## src/rtl/hit_scorer.sv

```systemverilog
// hit_scorer: per-hit score generator feeding the BCD score accumulator.
// Tracks the game phase (IDLE/PLAY/END), keeps BCD combo and max-combo
// counters and emits a 4-digit BCD per-hit score with a one-cycle strobe.
//
// Ports:
//   clk          system clock
//   rst_n        asynchronous active-low reset
//   i_game_start pulse: enter or restart PLAY (wins over i_game_end)
//   i_game_end   pulse: PLAY -> END
//   i_hit_valid  judged note event this cycle
//   i_hit_grade  00 miss, 01 good, 10 great, 11 perfect
//   o_score      BCD per-hit points, nonzero only while o_accum_now=1
//   o_accum_now  one-cycle strobe per scored hit
//   o_combo      current BCD combo (3 digits)
//   o_max_combo  highest BCD combo this game
//   o_full_combo in END: no miss occurred and at least one hit
//   o_playing    state is PLAY
module hit_scorer #(
  parameter logic [15:0] PTS_PERFECT = 16'h0010,
  parameter logic [15:0] PTS_GREAT   = 16'h0008,
  parameter logic [15:0] PTS_GOOD    = 16'h0005,
  parameter logic [11:0] COMBO_MAX   = 12'h999
) (
  input  logic        clk,
  input  logic        rst_n,
  input  logic        i_game_start,
  input  logic        i_game_end,
  input  logic        i_hit_valid,
  input  logic [1:0]  i_hit_grade,
  output logic [15:0] o_score,
  output logic        o_accum_now,
  output logic [11:0] o_combo,
  output logic [11:0] o_max_combo,
  output logic        o_full_combo,
  output logic        o_playing
);

  typedef enum logic [1:0] {
    ST_IDLE = 2'd0,
    ST_PLAY = 2'd1,
    ST_END  = 2'd2
  } state_t;

  state_t      r_state;
  logic [15:0] r_score;
  logic        r_accum_now;
  logic [11:0] r_combo;
  logic [11:0] r_max_combo;
  logic        r_full_combo;
  logic        r_playing;
  logic        r_miss;

  logic        w_hit;
  logic        w_is_miss;
  logic [11:0] w_newc;
  logic [3:0]  w_bonus;
  logic [7:0]  w_base;
  logic [15:0] w_hit_score;
  logic [11:0] w_combo_next;
  logic [11:0] w_max_next;
  logic        w_miss_next;

  // BCD +1 on three digits with decimal carry, saturating at COMBO_MAX.
  // BCD values order the same way as their binary encodings, so >= works.
  function automatic logic [11:0] bcd_inc_sat(input logic [11:0] v);
    logic [11:0] r;
    if (v >= COMBO_MAX) begin
      r = COMBO_MAX;
    end else if (v[3:0] != 4'd9) begin
      r = {v[11:4], v[3:0] + 4'd1};
    end else if (v[7:4] != 4'd9) begin
      r = {v[11:8], v[7:4] + 4'd1, 4'd0};
    end else begin
      r = {v[11:8] + 4'd1, 8'h00};
    end
    return r;
  endfunction

  // Two-digit BCD base plus a single-digit bonus; the sum stays below 100.
  function automatic logic [15:0] bcd_add_bonus(input logic [7:0] base, input logic [3:0] bonus);
    logic [4:0] ones;
    logic [3:0] tens;
    ones = {1'b0, base[3:0]} + {1'b0, bonus};
    if (ones > 5'd9) begin
      ones = ones - 5'd10;
      tens = base[7:4] + 4'd1;
    end else begin
      tens = base[7:4];
    end
    return {8'h00, tens, ones[3:0]};
  endfunction

  // Next-state values for the hit path; a hit coincident with game_start is dropped.
  always_comb begin
    w_hit     = (r_state == ST_PLAY) && !i_game_start && i_hit_valid;
    w_is_miss = (i_hit_grade == 2'b00);
    w_newc    = bcd_inc_sat(r_combo);

    case (i_hit_grade)
      2'b01:   w_base = PTS_GOOD[7:0];
      2'b10:   w_base = PTS_GREAT[7:0];
      2'b11:   w_base = PTS_PERFECT[7:0];
      default: w_base = 8'h00;
    endcase

    if (w_newc >= 12'h100) begin
      w_bonus = 4'd5;
    end else if (w_newc >= 12'h050) begin
      w_bonus = 4'd2;
    end else if (w_newc >= 12'h010) begin
      w_bonus = 4'd1;
    end else begin
      w_bonus = 4'd0;
    end

    w_hit_score  = bcd_add_bonus(w_base, w_bonus);
    w_combo_next = r_combo;
    w_max_next   = r_max_combo;
    w_miss_next  = r_miss;
    if (w_hit && w_is_miss) begin
      w_combo_next = 12'h000;
      w_miss_next  = 1'b1;
    end else if (w_hit) begin
      w_combo_next = w_newc;
      if (w_newc > r_max_combo) begin
        w_max_next = w_newc;
      end else begin
        w_max_next = r_max_combo;
      end
    end else begin
      w_combo_next = r_combo;
    end
  end

  // Game FSM plus all registered outputs.
  always_ff @(posedge clk or negedge rst_n) begin
    if (!rst_n) begin
      r_state      <= ST_IDLE;
      r_score      <= 16'h0000;
      r_accum_now  <= 1'b0;
      r_combo      <= 12'h000;
      r_max_combo  <= 12'h000;
      r_full_combo <= 1'b0;
      r_playing    <= 1'b0;
      r_miss       <= 1'b0;
    end else begin
      // Strobe and score default low; only a scored hit raises them.
      r_score     <= 16'h0000;
      r_accum_now <= 1'b0;
      if (i_game_start) begin
        r_state      <= ST_PLAY;
        r_playing    <= 1'b1;
        r_combo      <= 12'h000;
        r_max_combo  <= 12'h000;
        r_miss       <= 1'b0;
        r_full_combo <= 1'b0;
      end else begin
        case (r_state)
          ST_PLAY: begin
            r_combo     <= w_combo_next;
            r_max_combo <= w_max_next;
            r_miss      <= w_miss_next;
            if (w_hit && !w_is_miss) begin
              r_score     <= w_hit_score;
              r_accum_now <= 1'b1;
            end else begin
              r_accum_now <= 1'b0;
            end
            // Uses the post-hit values so a hit on the final cycle counts.
            if (i_game_end) begin
              r_state      <= ST_END;
              r_playing    <= 1'b0;
              r_full_combo <= !w_miss_next && (w_max_next != 12'h000);
            end else begin
              r_state <= ST_PLAY;
            end
          end
          ST_IDLE: r_state <= ST_IDLE;
          ST_END:  r_state <= ST_END;
          default: begin
            r_state   <= ST_IDLE;
            r_playing <= 1'b0;
          end
        endcase
      end
    end
  end

  assign o_score      = r_score;
  assign o_accum_now  = r_accum_now;
  assign o_combo      = r_combo;
  assign o_max_combo  = r_max_combo;
  assign o_full_combo = r_full_combo;
  assign o_playing    = r_playing;

endmodule

```

## config.mk

```make
export PLATFORM = sky130hd
export DESIGN_NAME = hit_scorer
export DESIGN_NICKNAME = d
export VERILOG_FILES = /design/src/rtl/hit_scorer.sv
export SDC_FILE = /design/constraint.sdc
export NUM_CORES = 1
export LEC_CHECK = 0
export ABC_AREA = 1
export BUFFER_PORTS_ARGS = -buffer_cell sky130_fd_sc_hd__buf_2
export CAP_MARGIN = 20
export CORE_MARGIN = 2
export CORE_UTILIZATION = 60
export CTS_BUF_LIST = sky130_fd_sc_hd__clkbuf_8 sky130_fd_sc_hd__clkbuf_16
export CTS_CLUSTER_DIAMETER = 50
export DETAILED_ROUTE_END_ITERATION = 8
export PLACE_DENSITY_LB_ADDON = 0.08
export SETUP_SLACK_MARGIN = 0.05
export SLEW_MARGIN = 20
export SYNTH_ARGS = -nofsm -noshare
export SYNTH_HDL_FRONTEND = slang
export SYNTH_SLANG_ARGS = --single-unit
```

## constraint.sdc

```tcl
create_clock -name clk -period 9.8 [get_ports clk]
set_clock_uncertainty 0.05 [all_clocks]
set_input_delay 1.96 -clock clk [delete_from_list [all_inputs] [get_ports clk]]
set_output_delay 1.96 -clock clk [all_outputs]
set_load 0.1 [all_outputs]
```

==> results.cfg <==
[routing]
drt_pass1_iterations = 5
drtAntennaViolNets = 0
dr.first_iter.drc_count = 149
vias = 2265
route.detailed.wl_per_inst_um = 13.2
drc = 0
viasPerCell = 5.37
wl_um = 5580

[synth]
ys.flop_type = dfrtp_1
syn-instance-count = 332
netlist_top_cells_area = dfrtp_1 (36%), ha_1 (14%), nand2_1 (9.0%)
yosysUniqueCellTypes = 35
netlist.area_leader.share = 0.355
synth_simple_gate_area_share = 0.272
synth_top_family_by_area = simple AND/OR/NAND/NOR gates
syn_area_per_cell_um2 = 7.64
ys_ff_latch = 36
synthArstFlopShare = 1.00
synthAdderAreaFrac = 0.138
yosysMostFrequentCell = nand2_1
synth_xor_area_frac = 0
yosysWarnings = 0
yosysTopAreaCell = dfrtp_1
synth_edf_count = 0
synth_compound_area_frac = 0.103
synth_mux_area_frac = 0
syn_area_um2 = 2540
ys_top_cells_by_count = nand2_1 (61), inv_1 (54), nor2_1 (40)
synth_seq_area_share = 0.355

[worst_setup_path]
crit_fanout = 8
arrival_ns = 4.27
startpoint_type = flip-flop
cp.required_ns = 9.92
worst-setup-path-type = flip-flop to flip-flop
end_kind = flip-flop

[power]
internal_power_mw = 0.269
power_frac_clock = 0.278
vdd_ir_drop_max_v = 0.000129
power_switching_mw = 0.205
sw_frac_of_total = 0.433
power_frac_comb = 0.380
power_mw = 0.474
p_leak_nw = 1.65
power_density_nw_per_um2 = 168
seqPwrFrac = 0.342

[timing]
finalSetupViolCount = 0
period_share = 0.423
whs_ns = 0.450
max_freq_mhz = 241
finalHoldViolCount = 0
timing.slew.headroom = 0.463
worst_slew_pin_slew_ns = 0.806
slew_viol_final = 0
finalSetupTns_ns = 0
rsz0062_at_grt = false
fin_ws_ns = 5.65
fin_crit_ns = 4.15

[place]
place_ws_ns = 5.53
place_area_um2 = 2720
gp_congestion = 0.867
dp_cells = 414
hpwl_um = 4360
portBuffers = 39

[cells_and_area]
fin_cells = 422
area_growth_pct = 11.4
postLayoutCoreUtil = 0.702
n_antenna_cell = 0
stdcell_area_um2 = 2830
drive_above_1_share = 0.180
fin_nets = 406

[floorplanning]
coreArea_um2 = 4030
io_pins = 50
dieArea_um2 = 4770
die_height_um = 69.0
core.rowCount = 23
start_util = 0.630
die_x_um = 69.0

[clock_network]
post-cts-setup-buffers = 0
clkSinkCount = 36
cts_tree = yes
post_cts_resized = 0
cts_buffers = 5
h-tree-depth = 2
clock_latency_ns = 0.29
clockBufferDepth = 2
clkTransAtPathRegs_ns = 0.08
clockRootBuffer = clkbuf_8
cts_hold_buf = 0

[global_routing]
grt_max_degree = 37
grt.total_usage = 0.253
grt_pass1_wl_um = 9870
antenna_found_initial = 0
first_global_vias = 2188
grt_remaining_overflow = 0

[flow_run]
cap_viol_max_count = 0

[hold_path]
hp-class = flip-flop to flip-flop

[status]
status = finished, final reports clean
[worst paths after layout]
path / from / endpoint / slack [ns] / cells after the start
max in group asynchronous: rst_n / o_score[3] / 7.48 / 1
min in group asynchronous: rst_n / o_score[2] / 1.70 / 1
setup / recovery: o_combo[1] / o_score[4] / 5.65 / 25
hold reg to reg: o_playing / o_playing / 0.45 / 2
setup reg to reg: o_combo[1] / o_score[4] / 5.65 / 25
hold / removal: o_playing / o_playing / 0.45 / 2
[cell type report]
cell class,instances,area [um2]
fillers,344,1200
inverters,58,218
clock inverters,3,42.5
well taps,50,62.6
flip-flops and latches,36,901
repair buffers,39,195
clock buffers,5,68.8
multi-input cells,231,1340
[logic make-up after synthesis]
group | after synthesis
AND/OR/NAND/NOR | 150
buffers and inverters | 74
AO/OA/AOI/OAI | 43
flip-flops | 36
adder cells (fa/ha/maj) | 28
other | 1
[cell usage in the layout, fill, tap and decap left out, types with 2 or more instances in the layout]
cell type / Yosys / layout
nand2_1: 61 / 61
nand2_4: 2 / 2
ha_1: 28 / 28
a21oi_1: 10 / 10
nand3_1: 24 / 24
conb_1: 1 / 10
nor2_2: 4 / 4
dfrtp_1: 36 / 36
nor4_1: 2 / 2
o21ai_0: 13 / 13
nor3_1: 4 / 4
buf_2: 1 / 39
nand2_2: 3 / 3
nor2_1: 40 / 40
nand4_1: 4 / 4
inv_1: 54 / 54
clkbuf_8: 0 / 5
a31oi_1: 3 / 3
inv_2: 4 / 4
o22ai_1: 10 / 10
[power groups by stage]
stage | sequential (mW) | combinational (mW) | clock [mW]
2_1_floorplan | 0.224 | 0.0978 | 0
3_3_place_gp | 0.165 | 0.175 | 0
3_5_place_dp | 0.165 | 0.179 | 0
4_1_cts | 0.162 | 0.180 | 0.135
5_1_grt | 0.163 | 0.197 | 0.140
6_report | 0.162 | 0.180 | 0.132
[state kept, by name, summed over array words and instances, names as in the netlist]
register,count
r_state,2
o_accum_now,1
o_combo,12
o_full_combo,1
o_score,6
r_miss,1
o_playing,1
o_max_combo,12
[layer usage]
metal  global-route usage  share of wire
met5                    0              0
met4               0.0784          0.016
met3               0.0541          0.051
met2                0.439           0.51
met1                0.314           0.43
[critical path, cell delays in order, from the launching register on]
cell,delay [ns]
dfrtp_1,0.40
inv_1,0.13
ha_1,0.20
nand2_2,0.09
nor2_8,0.17
inv_1,0.13
nor2_1,0.24
inv_1,0.14
nand2_1,0.07
o21ai_0,0.09
nand2_1,0.16
nand3_1,0.18
a21oi_1,0.24
a31oi_1,0.10
ha_1,0.21
ha_1,0.33
inv_1,0.07
ha_1,0.18
inv_1,0.07
a21oi_1,0.04
o21ai_0,0.14
o31ai_1,0.09
nand2_1,0.16
ha_1,0.26
inv_1,0.06
nor2_1,0.04
(Power assumes the default switching activity.)
